File: src/rtl/pipe_skid_pkg.sv
// Shared definitions for the elastic pipeline stage register.
// State encoding, default width and an occupancy helper.
package pipe_skid_pkg;

    localparam int WIDTH_DEF = 32;

    typedef enum logic [1:0] {
        ST_EMPTY = 2'b00,
        ST_ONE   = 2'b01,
        ST_FULL  = 2'b10
    } state_e;

    // Occupancy implied by a state; unused code 2'b11 reads as empty.
    function automatic logic [1:0] occ_of(state_e s);
        logic [1:0] n;
        n = 2'd0;
        case (s)
            ST_ONE:  n = 2'd1;
            ST_FULL: n = 2'd2;
            default: n = 2'd0;
        endcase
        return n;
    endfunction

endpackage

File: src/rtl/pipe_skid.sv
// Elastic stage register with a two-entry skid buffer.
// All handshake outputs are registered; ready never sees out_ready.
import pipe_skid_pkg::*;

module pipe_skid #(
    parameter int WIDTH = WIDTH_DEF
) (
    input  logic             clk_i,
    input  logic             rst_i,
    input  logic             flush_i,
    input  logic             in_valid_i,
    output logic             in_ready_o,
    input  logic [WIDTH-1:0] in_data_i,
    output logic             out_valid_o,
    input  logic             out_ready_i,
    output logic [WIDTH-1:0] out_data_o,
    output logic [1:0]       count_o
);

    state_e           state_q, state_d;
    logic [WIDTH-1:0] main_q, main_d;
    logic [WIDTH-1:0] skid_q, skid_d;
    logic             in_ready_q;
    logic             out_valid_q;
    logic [1:0]       count_q;

    logic in_fire;
    logic out_fire;

    assign in_fire  = in_valid_i & in_ready_q;
    assign out_fire = out_valid_q & out_ready_i;

    assign in_ready_o  = in_ready_q;
    assign out_valid_o = out_valid_q;
    assign out_data_o  = main_q;
    assign count_o     = count_q;

    // Next state and data movement; flush overrides every transition.
    always_comb begin
        state_d = state_q;
        main_d  = main_q;
        skid_d  = skid_q;
        if (flush_i) begin
            state_d = ST_EMPTY;
            main_d  = '0;
            skid_d  = '0;
        end else begin
            case (state_q)
                ST_EMPTY: begin
                    if (in_fire) begin
                        state_d = ST_ONE;
                        main_d  = in_data_i;
                    end
                end
                ST_ONE: begin
                    case ({in_fire, out_fire})
                        2'b10: begin
                            state_d = ST_FULL;
                            skid_d  = in_data_i;
                        end
                        2'b01: begin
                            state_d = ST_EMPTY;
                        end
                        2'b11: begin
                            main_d = in_data_i;
                        end
                        default: begin
                        end
                    endcase
                end
                ST_FULL: begin
                    // in_ready is low here, so only a drain can happen.
                    if (out_fire) begin
                        state_d = ST_ONE;
                        main_d  = skid_q;
                    end
                end
                default: begin
                    state_d = ST_EMPTY;
                end
            endcase
        end
    end

    // State, data and registered handshake outputs.
    always_ff @(posedge clk_i or negedge rst_i) begin
        if (!rst_i) begin
            state_q     <= ST_EMPTY;
            main_q      <= '0;
            skid_q      <= '0;
            in_ready_q  <= 1'b1;
            out_valid_q <= 1'b0;
            count_q     <= 2'd0;
        end else begin
            state_q     <= state_d;
            main_q      <= main_d;
            skid_q      <= skid_d;
            in_ready_q  <= (state_d != ST_FULL);
            out_valid_q <= (state_d == ST_ONE) ||
                           (state_d == ST_FULL);
            count_q     <= occ_of(state_d);
        end
    end

endmodule
File: config.mk
export PLATFORM = sky130hd
export DESIGN_NAME = pipe_skid
export DESIGN_NICKNAME = d
export VERILOG_FILES = /design/src/rtl/pipe_skid_pkg.sv /design/src/rtl/pipe_skid.sv
export SDC_FILE = /design/constraint.sdc
export NUM_CORES = 1
export LEC_CHECK = 0
export ABC_AREA = 0
export BUFFER_PORTS_ARGS = -buffer_cell sky130_fd_sc_hd__buf_2
export CAP_MARGIN = 20
export CELL_PAD_IN_SITES_DETAIL_PLACEMENT = 1
export CELL_PAD_IN_SITES_GLOBAL_PLACEMENT = 2
export CORE_UTILIZATION = 25
export DETAILED_ROUTE_END_ITERATION = 10
export PLACE_DENSITY_LB_ADDON = 0.15
export SLEW_MARGIN = 0
export SYNTH_ARGS = -nofsm -noshare
export SYNTH_HDL_FRONTEND = slang
export SYNTH_SLANG_ARGS = --single-unit
File: constraint.sdc
create_clock -name clk_i -period 5.75 [get_ports clk_i]
set_clock_uncertainty 0.15 [all_clocks]
set_input_delay 1.4375 -clock clk_i [delete_from_list [all_inputs] [get_ports clk_i]]
set_output_delay 1.4375 -clock clk_i [all_outputs]
set_load 0.05 [all_outputs]
Word level (Yosys, flattened, before mapping)
Cells that the tools add are included.
{ "totals": {"mem_bits_ro": 0, "latchBits": 0, "reg_bits": 70, "mem_count": 0, "ramBits": 0, "word_cells": 40, "out_inout_bits": 36} }
{ "op_classes": {"n_addsub": 0, "n_div": 0, "n_reduce_logical": 7, "n_mux": 14, "multipliers": 0, "eq_ne": 11, "n_shift": 0, "n_bitwise": 2, "n_lt_le_gt_ge": 0} }
{ "ops": {"columns": ["operator", "count"], "rows": [
  ["2-to-1 mux 32 bit", 7],
  ["one-hot mux 32 bit (3 select lines)", 1],
  ["equality test 2 bit, second input constant", 4],
  ["one-hot mux 2 bit (2 select lines)", 2],
  ["equality test 2 x 1 -> 1 bit, second input constant", 3],
  ["2-to-1 mux 2 bit", 3],
  ["!= test 3 bit, second input constant", 2],
  ["one-hot mux 2 bit (3 select lines)", 1],
  ["AND reduction 4 bit", 1],
  ["nonzero test 2 bit", 2],
  ["nonzero test 4 bit", 1],
  ["!= test 3 x 2 -> 1 bit, second input constant", 1],
  ["bitwise AND 1 bit", 2],
  ["logical NOT 2 bit", 1],
  ["!= test 2 bit, second input constant", 1],
  ["AND reduction 2 bit", 1],
  ["logical OR 1 bit", 1]
]} }

Depth between registers and ports, before layout
{ "logic_depth": {"depth_word": 7, "mapped_depth": 7, "ltp_nobuf": 5} }

Least setup slack after synthesis
Ideal clock, no wire load.
{ "synth_timing": {"path_type": "input to register", "startpoint": "input port in_valid_i", "endpoint": "register out_valid_q (netlist: out_valid_o)", "n_path_buf": 1, "setup_time_ps": 113, "arrival_time_ps": 2576, "path_slack_ps": 2912, "stages": 6, "required_ps": 5487, "path_cell_list": "and4bb_2 -> clkbuf_1 -> a21oi_1 -> a21o_1 -> ha_1 -> inv_1"} }
{ "synth_via": {"elab_chain_cells": 7, "elab_cells_between_ends": 10, "classes_between": "eq/ne: 4; mux: 4; bitwise: 1; reduce/logical: 1"} }
{ "synth_rtl": {"columns": ["item", "line_no", "text"], "rows": [
  ["from (decl)", "pipe_skid.sv:11", "input logic in_valid_i,"],
  ["bitwise AND 1 bit (*)", "pipe_skid.sv:30", "assign in_fire = in_valid_i & in_ready_q;"],
  ["equality test 2 x 1 -> 1 bit / equality test 2 bit (equally long branches)", "pipe_skid.sv:56", "case ({in_fire, out_fire})"],
  ["one-hot mux 2 bit (2 select lines)", "pipe_skid.sv:56", null],
  ["one-hot mux 2 bit (3 select lines) (*)", "pipe_skid.sv:48", "case (state_q)"],
  ["2-to-1 mux 2 bit (*)", "pipe_skid.sv:43", "if (flush_i) begin"],
  ["equality test 2 x 1 -> 1 bit / equality test 2 bit (equally long branches)", "pipe_skid.sv:99, pipe_skid.sv:100", null],
  ["logical OR 1 bit (*)", "pipe_skid.sv:99", "out_valid_q <= (state_d == ST_ONE) ||"],
  ["to (signal assigned)", "pipe_skid.sv:99", null],
  ["to (decl)", "pipe_skid.sv:24", "logic out_valid_q;"]
]} }
Mark *: on every way between the ends. The rest lies on a longest branch, timed or not.
A chain may end at the register's enable or synchronous reset.

Worst setup path after layout
{ "layout_timing": {"startpoint": "input port in_valid_i", "endpoint": "register out_valid_q (netlist: out_valid_o)"} }
{ "layout_via": {"elab_chain_cells": 7, "elab_cells_between_ends": 10, "classes_between": "eq/ne: 4; mux: 4; bitwise: 1; reduce/logical: 1"} }
{ "layout_rtl": {"columns": ["item", "line_no", "text"], "rows": [
  ["bitwise AND 1 bit (*)", "pipe_skid.sv:30", null],
  ["equality test 2 x 1 -> 1 bit / equality test 2 bit (equally long branches)", "pipe_skid.sv:56", null],
  ["one-hot mux 2 bit (2 select lines)", "pipe_skid.sv:56", null],
  ["one-hot mux 2 bit (3 select lines) (*)", "pipe_skid.sv:48", null],
  ["2-to-1 mux 2 bit (*)", "pipe_skid.sv:43", null],
  ["named net state_d[1]", "pipe_skid.sv:20", "state_e state_q, state_d;"],
  ["equality test 2 x 1 -> 1 bit / equality test 2 bit (equally long branches)", "pipe_skid.sv:99, pipe_skid.sv:100", null],
  ["logical OR 1 bit (*)", "pipe_skid.sv:99", null]
]} }
Mark *: on every way through the listed nets, which the timed path passes. The rest lies on a longest branch.

==> impl_metrics.json <==
{
  "status": "finished clean",
  "synth.distinct_cells": 29,
  "cts_made_buffers": 9,
  "detail-route-antenna-nets": 0,
  "initial_utilization_pct": 25.6,
  "synth.cell_area_um2": 3530,
  "finalSetupTns_ns": 0,
  "remaining_drc_errors": 0,
  "pin_count": 73,
  "drt_wl_total_mm": 11.4,
  "relSlewSlack_pct": 28.2,
  "tritoncts": "built",
  "hold_buffers": 0,
  "coreArea_um2": 13800,
  "grt_max_degree": 71,
  "period_share_pct": 55.4,
  "antenna_found_initial": 0,
  "synth-seq-cells": 70,
  "rows": 43,
  "fmax_ghz": 0.314,
  "grt_pass1_vias": 3113,
  "hold_path.class": "flop to flop",
  "hold_ws_ns": 0.394,
  "finalInstanceArea_um2": 4290,
  "cts_resized": 0,
  "cts_buffer_depth": 2,
  "cp.required_ns": 5.88,
  "post-place-cells": 545,
  "finalSetupViolCount": 0,
  "synthTopCellsByArea": "dfrtp_1 (49%), mux2i_1 (9.1%), a2111oi_0 (5.5%)",
  "insertion_delay_ns": 0.34,
  "synth_cells": 328,
  "syn_area_per_cell_um2": 10.8,
  "fin_cells": 561,
  "ys_seq_area_share_pct": 49.6,
  "layout.nets": 416,
  "synth.largest_area_cell": "dfrtp_1",
  "final_util_pct": 31.0,
  "synth_top_area_share_pct": 48.9,
  "synth-edff-count": 0,
  "yosysWarnings": 0,
  "die_h_um": 121,
  "tightest_slew_ns": 1.08,
  "num_vias": 2954,
  "synthTopCellsByCount": "dfrtp_1 (69), a21oi_1 (36), mux2i_1 (32), nand3_1 (32), o21ai_0 (32)",
  "cp_slowest_cell": "and3b_1",
  "path_buf_inv": 3,
  "ys_async_sr_fraction_pct": 100,
  "leakagePower_nw": 1.75,
  "finalHoldViolCount": 0,
  "synthesis.nets": 368,
  "clock_sinks": 70,
  "die_w_um": 121,
  "multi_input_comb_area_um2": 1580,
  "synth_most_common_cell": "dfrtp_1",
  "firstDrtPassIters": 4,
  "crit_arrival_ns": 3.32,
  "fillCellCount": 1543,
  "wl_per_cell_um": 20.3,
  "power_density_nw_per_um2": 359,
  "crit_path_start_kind": "input pin",
  "cts_htree_levels": 3,
  "gp_congestion": 0.677,
  "path_max_fanout": 18,
  "rsz0062_at_grt": "no",
  "drtIter0Drc": 121,
  "cts_root_buf": "clkbuf_16",
  "grt_use_total_pct": 16.7,
  "ir_worst_vdd_v": 0.000110,
  "layout-drive-gt1-share_pct": 27.8,
  "cp_cell_sequence": "buf_2 > and3b_1 > buf_4 > nand2_1 > a21oi_1 > ha_1 > inv_1",
  "synth-main-ff-cell": "dfrtp_1",
  "path_class": "input pin to flop",
  "n_antenna_cell": 0,
  "dpl_cell_area_um2": 4020,
  "cp-end-kind": "flop",
  "syn_to_final_growth_pct": 21.5,
  "max_stage_delay_ns": 0.68,
  "maxCapViolations": 0,
  "cp_top_family": "simple AND/OR/NAND/NOR gates",
  "grt_pass1_wl_mm": 18.2,
  "final-max-slew-violation-count": 0,
  "port_buffers": 72,
  "cts_setup_buffers": 0,
  "register_area_um2": 1750,
  "clkTransAtPathRegs_ns": 0.05,
  "hpwl_mm": 6.91,
  "gr-total-overflow": 0,
  "floorplan.die_area_um2": 14600,
  "fin_crit_ns": 3.19,
  "viasPerCell": 5.27
}
-- cells in the final DEF, fill, tap and decap left out --
| cell | netlist | final |
|---|---|---|
| a2111oi_0 | 22 | 22 |
| a2111oi_1 | 10 | 10 |
| a211o_4 | 1 | 1 |
| a211oi_1 | 22 | 22 |
| a211oi_2 | 10 | 10 |
| a21bo_2 | 1 | 1 |
| a21boi_4 | 0 | 1 |
| a21o_1 | 2 | 2 |
| a21oi_1 | 36 | 36 |
| and3b_1 | 1 | 1 |
| and4_1 | 1 | 1 |
| and4b_1 | 1 | 1 |
| and4bb_2 | 1 | 1 |
| buf_16 | 0 | 2 |
| buf_2 | 8 | 71 |
| buf_4 | 1 | 5 |
| clkbuf_1 | 26 | 4 |
| clkbuf_16 | 0 | 9 |
| clkbuf_8 | 0 | 2 |
| clkinv_2 | 0 | 1 |
| dfrtp_1 | 69 | 69 |
| dfstp_2 | 1 | 1 |
| ha_1 | 3 | 3 |
| inv_1 | 3 | 3 |
| mux2i_1 | 32 | 32 |
| nand2_1 | 3 | 3 |
| nand3_1 | 32 | 32 |
| nand3b_1 | 1 | 1 |
| nor2b_4 | 0 | 1 |
| o21ai_0 | 32 | 32 |
| o21bai_1 | 1 | 1 |
-- final cells by class --
type / instances / share of cell area, %
well taps: 180 / 5.25
repair buffers: 78 / 10.4
flip-flops and latches: 70 / 40.8
clock inverters: 1 / 0.117
inverters: 3 / 0.262
multi-input cells: 214 / 36.9
clock buffers: 15 / 6.24
-- report_power, final --
part           internal (mW)  switching, mW  total [mW]  leakage, nW
Clock                  0.316          0.214       0.530        0.134
Sequential             0.544         0.0338       0.578        0.938
Combinational          0.113          0.319       0.432        0.677
-- metal layers --
layer  track usage, %  wire, um  share of wire [%]  vias to the layer above
met5                0         0                  0                        -
met4             6.02       175                1.5                        0
met3             3.57       492                4.3                       11
met2             26.1      5390                 47                       72
met1             22.7      5300                 47                     1503
li1                 -         -                  -                     1368
-- flip-flops by register name, indices dropped and copies added (netlist names) --
register / cells
skid_q: 32
out_data_o: 32
count_o: 2
in_ready_o: 1
out_valid_o: 1
state_q: 2
-- worst min-delay path, stage by stage (launching register included) --
cell and delay (ns):
dfrtp_1 0.37, o21ai_0 0.07, a21oi_1 0.06
-- final timing paths --
kind / start / slack (ns) / depth (start not counted) / end
hold reg to reg: skid_q[30] / 0.39 / 2 / skid_q[30]
setup reg to reg: in_ready_o / 3.19 / 6 / out_valid_o
min in group asynchronous: rst_i / 1.09 / 1 / out_data_o[10]
max in group asynchronous: rst_i / 3.73 / 1 / skid_q[28]
hold / removal: skid_q[30] / 0.39 / 2 / skid_q[30]
setup / recovery: in_valid_i / 2.56 / 7 / out_valid_o
-- logic make-up (layout without fill, tap and decap cells) --
family | count (synthesis) | after routing | synth area share (%)
simple gates | 41 | 41 | 6.37
fa+ha+maj | 3 | 3 | 1.06
flops | 70 | 70 | 49.6
buf+inv | 44 | 97 | 6.13
compound gates | 138 | 138 | 27.8
mux | 32 | 32 | 9.07
-- through the flow --
stage,total power [mW],worst slack [ns]
finish,1.54,2.56
global route,1.62,2.37
CTS,1.57,2.51
detailed placement,1.03,2.15
global placement,1.02,2.09
floorplan,0.897,2.91
No activity file was read; power rests on OpenSTA's default activity.
